===== src/rtl/seq_chunk_comparator.sv =====
// Multi-cycle MSB-first chunked magnitude comparator with l/e/g cascade inputs.
// Optional SEQ_CMP_SIGNED_EN adds a sgn input for two's-complement ordering.
module seq_chunk_comparator #(
  parameter int WIDTH = 16,
  parameter int CHUNK = 4
) (
  input  logic             clk,
  input  logic             reset,
  input  logic             start,
  input  logic [WIDTH-1:0] A,
  input  logic [WIDTH-1:0] B,
  input  logic             l,
  input  logic             e,
  input  logic             g,
`ifdef SEQ_CMP_SIGNED_EN
  input  logic             sgn,
`endif
  output logic             busy,
  output logic             done,
  output logic             lt,
  output logic             et,
  output logic             gt
);

  localparam int NCHUNK = WIDTH / CHUNK;
  localparam int IW = (NCHUNK > 1) ? $clog2(NCHUNK) : 1;

  typedef enum logic [1:0] {
    IDLE,
    CMP,
    DONE
  } state_t;

  state_t           state_q;
  logic [IW-1:0]    idx_q;
  logic [WIDTH-1:0] a_q;
  logic [WIDTH-1:0] b_q;
  logic             l_q;
  logic             e_q;
  logic             g_q;
  logic             busy_q;
  logic             done_q;
  logic             lt_q;
  logic             et_q;
  logic             gt_q;
`ifdef SEQ_CMP_SIGNED_EN
  logic             sgn_q;
`endif

  logic [WIDTH-1:0] a_x;
  logic [WIDTH-1:0] b_x;
  logic [CHUNK-1:0] ca;
  logic [CHUNK-1:0] cb;

  // Flipping both MSBs maps two's-complement order onto unsigned order;
  // only the top chunk ever sees the flipped bit.
  always_comb begin
    a_x = a_q;
    b_x = b_q;
`ifdef SEQ_CMP_SIGNED_EN
    if (sgn_q) begin
      a_x[WIDTH-1] = ~a_q[WIDTH-1];
      b_x[WIDTH-1] = ~b_q[WIDTH-1];
    end
`endif
    ca = CHUNK'(a_x >> (int'(idx_q) * CHUNK));
    cb = CHUNK'(b_x >> (int'(idx_q) * CHUNK));
  end

  always_ff @(posedge clk) begin
    if (reset) begin
      state_q <= IDLE;
      idx_q   <= '0;
      a_q     <= '0;
      b_q     <= '0;
      l_q     <= 1'b0;
      e_q     <= 1'b0;
      g_q     <= 1'b0;
      busy_q  <= 1'b0;
      done_q  <= 1'b0;
      lt_q    <= 1'b0;
      et_q    <= 1'b0;
      gt_q    <= 1'b0;
`ifdef SEQ_CMP_SIGNED_EN
      sgn_q   <= 1'b0;
`endif
    end else begin
      done_q <= 1'b0;
      unique case (state_q)
        IDLE: begin
          if (start) begin
            a_q     <= A;
            b_q     <= B;
            l_q     <= l;
            e_q     <= e;
            g_q     <= g;
`ifdef SEQ_CMP_SIGNED_EN
            sgn_q   <= sgn;
`endif
            idx_q   <= IW'(NCHUNK - 1);
            busy_q  <= 1'b1;
            state_q <= CMP;
          end
        end
        CMP: begin
          if (ca != cb) begin
            lt_q    <= (ca < cb);
            gt_q    <= (ca > cb);
            et_q    <= 1'b0;
            busy_q  <= 1'b0;
            done_q  <= 1'b1;
            state_q <= DONE;
          end else if (idx_q == '0) begin
            lt_q    <= l_q;
            et_q    <= e_q;
            gt_q    <= g_q;
            busy_q  <= 1'b0;
            done_q  <= 1'b1;
            state_q <= DONE;
          end else begin
            idx_q <= idx_q - 1'b1;
          end
        end
        DONE: begin
          state_q <= IDLE;
        end
        default: begin
          state_q <= IDLE;
          busy_q  <= 1'b0;
        end
      endcase
    end
  end

  assign busy = busy_q;
  assign done = done_q;
  assign lt   = lt_q;
  assign et   = et_q;
  assign gt   = gt_q;

endmodule


===== config.mk =====
export PLATFORM = sky130hd
export DESIGN_NAME = seq_chunk_comparator
export DESIGN_NICKNAME = d
export VERILOG_FILES = /design/src/rtl/seq_chunk_comparator.sv
export SDC_FILE = /design/constraint.sdc
export NUM_CORES = 1
export LEC_CHECK = 0
export CAP_MARGIN = 20
export CORE_AREA = 2 2 69 71
export CTS_CLUSTER_SIZE = 10
export DETAILED_ROUTE_END_ITERATION = 10
export DIE_AREA = 0 0 71 73
export PLACE_DENSITY = 0.71
export SLEW_MARGIN = 20
export SYNTH_ARGS = -nofsm -noshare
export SYNTH_HDL_FRONTEND = slang
export SYNTH_SLANG_ARGS = --single-unit

===== constraint.sdc =====
create_clock -name clk -period 2.3 [get_ports clk]
set_clock_uncertainty 0.2 [all_clocks]
set_input_delay 0.23 -clock clk [delete_from_list [all_inputs] [get_ports clk]]
set_output_delay 0.23 -clock clk [all_outputs]
set_load 0.005 [all_outputs]

==> results.txt <==
Initial core utilization = 41.7%
Worst-Margin Slew = 0.285 ns
Worst R2R Start = idx_q[0]$_SDFFE_PP0P_
Worst setup EP type = register
CTS tree = built
Worst Hold Path EP = b_q[7]$_SDFFE_PP0P_
Critical Path AT = 2.24 ns
Std-Cell Rows = 25
GRT Overall Usage = 15.1%
Vias in the first global route = 1415
Distinct cells, synth = 26
Sequential power share = 45.2%
Share of layout cells above drive strength 1 = 15.1%
Final HPWL DP = 2820 µm
Most frequent cells in the layout = nand2_1 (71), dfxtp_1 (42), clkdlybuf4s50_1 (42), a21oi_1 (39), buf_4 (10)
Max FO, Critical Path = 5
P_sw = 0.516 mW
Post-DRT Antenna Nets = 0
IO Pins = 43
IO Port Bufs = 42
Leak Pwr = 0.962 nW
WL final = 3890 µm
Slew Limit Headroom = 80.9%
Worst-path cell chain = buf_6 > mux4_2 > inv_1 > ha_4 > and4_4 > a21oi_4 > nor3b_1 > a31o_2
Die Y = 73 µm
Initial antenna violation count = 0
Core area = 4540 µm²
Crit path launch type = register
Fin Hold WS = 0.255 ns
Clock net sink count = 44
Seq/Total Area, Yosys = 46.6%
Nets = 307
Final Hold Fails = 0
Synth Cell Area = 1890 µm²
Non-filler cells, final = 319
Required @ worst endpoint = 2.29 ns
First-pass GRT wire length = 6150 µm
DR DRC count = 0
Top cells by area, synth = dfxtp_1 (47%), nand2_1 (14%), a21oi_1 (11%), mux4_2 (9.5%), ha_1 (3.3%)
Mapped Cells = 218
Max Fclk = 0.443 GHz
Internal = 1.40 mW
Worst hold path stage count = 2
Syn_nets = 261
Power, Total = 1.92 mW
Final instance area = 2550 µm²
Final setup vio count = 0
CP Buf/Inv Count = 2
Chip width = 71 µm
Register bit count reported by yosys = 44
Area share of the largest cell type after synthesis = 46.6%
GRT overflow = 0
Maximum vdd ir drop = 407 µV
Logic gate share of total power = 25.2%
Power share of the clock group = 29.7%
Switching Fraction = 26.9%
Worst reg2reg setup slack = 0.04 ns
Largest net degree at the start of global routing = 24
Yosys warns = 0
CTS Buffer Depth = 2
Drt pass-1 iters = 4
TritonCTS Buffers = 5
Die Area = 5180 µm²
Syn_area_per_cell = 8.68 µm²
Total of max-cap violations = 0
Part of the cycle the worst path needs = 98.1%
Slowest stage delay, CP = 0.49 ns
Worst-Skew Late Latency = 0.29 ns
Kind of critical path = reg -> reg
Final min period = 2.26 ns
Clock transition at path regs = 0.08 ns
Setup TNS = 0 ns
Ant. Diodes = 0
Commonest non-fill, non-tap cell in the layout = nand2_1
Family with the most delay on the worst path = multiplexers
Status = finished, final reports clean
Via-per-instance ratio = 5.14
Power Density = 752 nW/µm²
GPL Wtd Cong = 0.816
Htree depth = 2
Hold Path Class = reg -> reg
Leading area contributor after synthesis = dfxtp_1
Hold Startpoint = b_q[7]$_SDFFE_PP0P_
R2R depth = 8
Worst path slowest cell = mux4_2
Area growth syn-to-layout = 34.9%
Post-DP Area = 2370 µm²
RSZ-0062 raised after global routing = yes
Slew Viols, Final = 0
DR iter-0 viols = 55
Crit Reg-Reg Endpoint = gt$_SDFFE_PP0P_
Vias post-DR = 1640
Clock root cell = clkbuf_8
WL/cell = 12.2 µm
Placed Instances = 310
[logic make-up (layout without fill, tap and decap cells)]
family,count (synthesis),count (layout),synth area share (%)
AO/OA/AOI/OAI,48,48,13.6
adder cells (fa/ha/maj),5,5,3.31
multiplexers,8,8,9.52
flip-flops,44,44,46.6
buffers and inverters,22,69,6.75
AND/OR/NAND/NOR,91,91,20.3
[Yosys cell counts, drive strengths merged]
cell type  instances
a211oi             2
a21o               2
a21oi             40
a31o               1
and4               1
buf               10
clkbuf             5
dfxtp             44
ha                 5
inv                7
mux4               8
nand2             71
nand2b             1
nand3              1
nand4              1
nor2               9
nor2b              1
nor3               3
nor3b              2
o21ai              2
o31ai              1
or3b               1
[state kept, by name (all words and copies together) (netlist names)]
register  cells
g_q           1
e_q           1
state_q       2
et            1
l_q           1
busy          1
b_q          16
done          1
lt            1
a_q          16
idx_q         2
gt            1
[power groups by stage]
stage                     Combinational [mW]  Clock (mW)  Sequential, mW
after detailed placement               0.435           0           0.882
after global routing                   0.531       0.615           0.875
after floorplan                        0.299           0           0.866
after CTS                              0.451       0.585           0.865
after global placement                 0.425           0           0.883
final                                  0.483       0.569           0.867
[per-layer routing]
| metal | vias up | track usage, % | part of all wire, % |
|---|---|---|---|
| li1 | 824 | - | - |
| met3 | 7 | 4.01 | 5.3 |
| met2 | 42 | 23.7 | 48 |
| met1 | 767 | 20.0 | 45 |
| met4 | 0 | 5.66 | 1.3 |
| met5 | - | 0 | 0 |
[metrics by stage]
step,utilization (%),setup WS (ns)
4_1_cts,55.0,-0.0189
2_1_floorplan,-,0.00763
5_1_grt,56.3,-0.0691
6_report,56.3,0.0428
3_3_place_gp,52.3,0.0215
3_5_place_dp,52.3,-0.0479
[final cells by class]
cell class / instances / area (µm²)
flip-flops and latches: 44 / 883
inverters: 7 / 26.3
fillers: 421 / 1980
repair buffers: 54 / 518
well taps: 54 / 67.6
clock buffers: 6 / 72.6
clock inverters: 2 / 35.0
multi-input cells: 152 / 950
[how the worst max path moves through the flow]
stage / to / startpoint / cells after the start / slack, ns
floorplan: gt$_SDFFE_PP0P_ / idx_q[1]$_SDFFE_PP0P_ / 7 / 0.008
global route: busy$_SDFFE_PP0P_ / idx_q[0]$_SDFFE_PP0P_ / 8 / -0.07
global placement: idx_q[1]$_SDFFE_PP0P_ / idx_q[0]$_SDFFE_PP0P_ / 7 / 0.02
finish: gt$_SDFFE_PP0P_ / idx_q[0]$_SDFFE_PP0P_ / 8 / 0.04
detailed placement: idx_q[1]$_SDFFE_PP0P_ / idx_q[0]$_SDFFE_PP0P_ / 7 / -0.05
CTS: idx_q[1]$_SDFFE_PP0P_ / idx_q[0]$_SDFFE_PP0P_ / 7 / -0.02
[worst reg2reg max path: stages (launching register included)]
cell     delay, ns
dfxtp_2       0.35
buf_6         0.12
mux4_2        0.49
inv_1         0.11
ha_4          0.21
and4_4        0.19
a21oi_4       0.19
nor3b_1       0.07
a31o_2        0.22
[what timing repair did]
action,CTS,global route
endpoints found under the setup margin,4,7
hold buffers,0,0
pin swaps,3,7
cloned,0,0
hold endpoints to repair,0,0
resized for setup,2,11
buffers inserted,1,0
(Power assumes the default switching activity.)
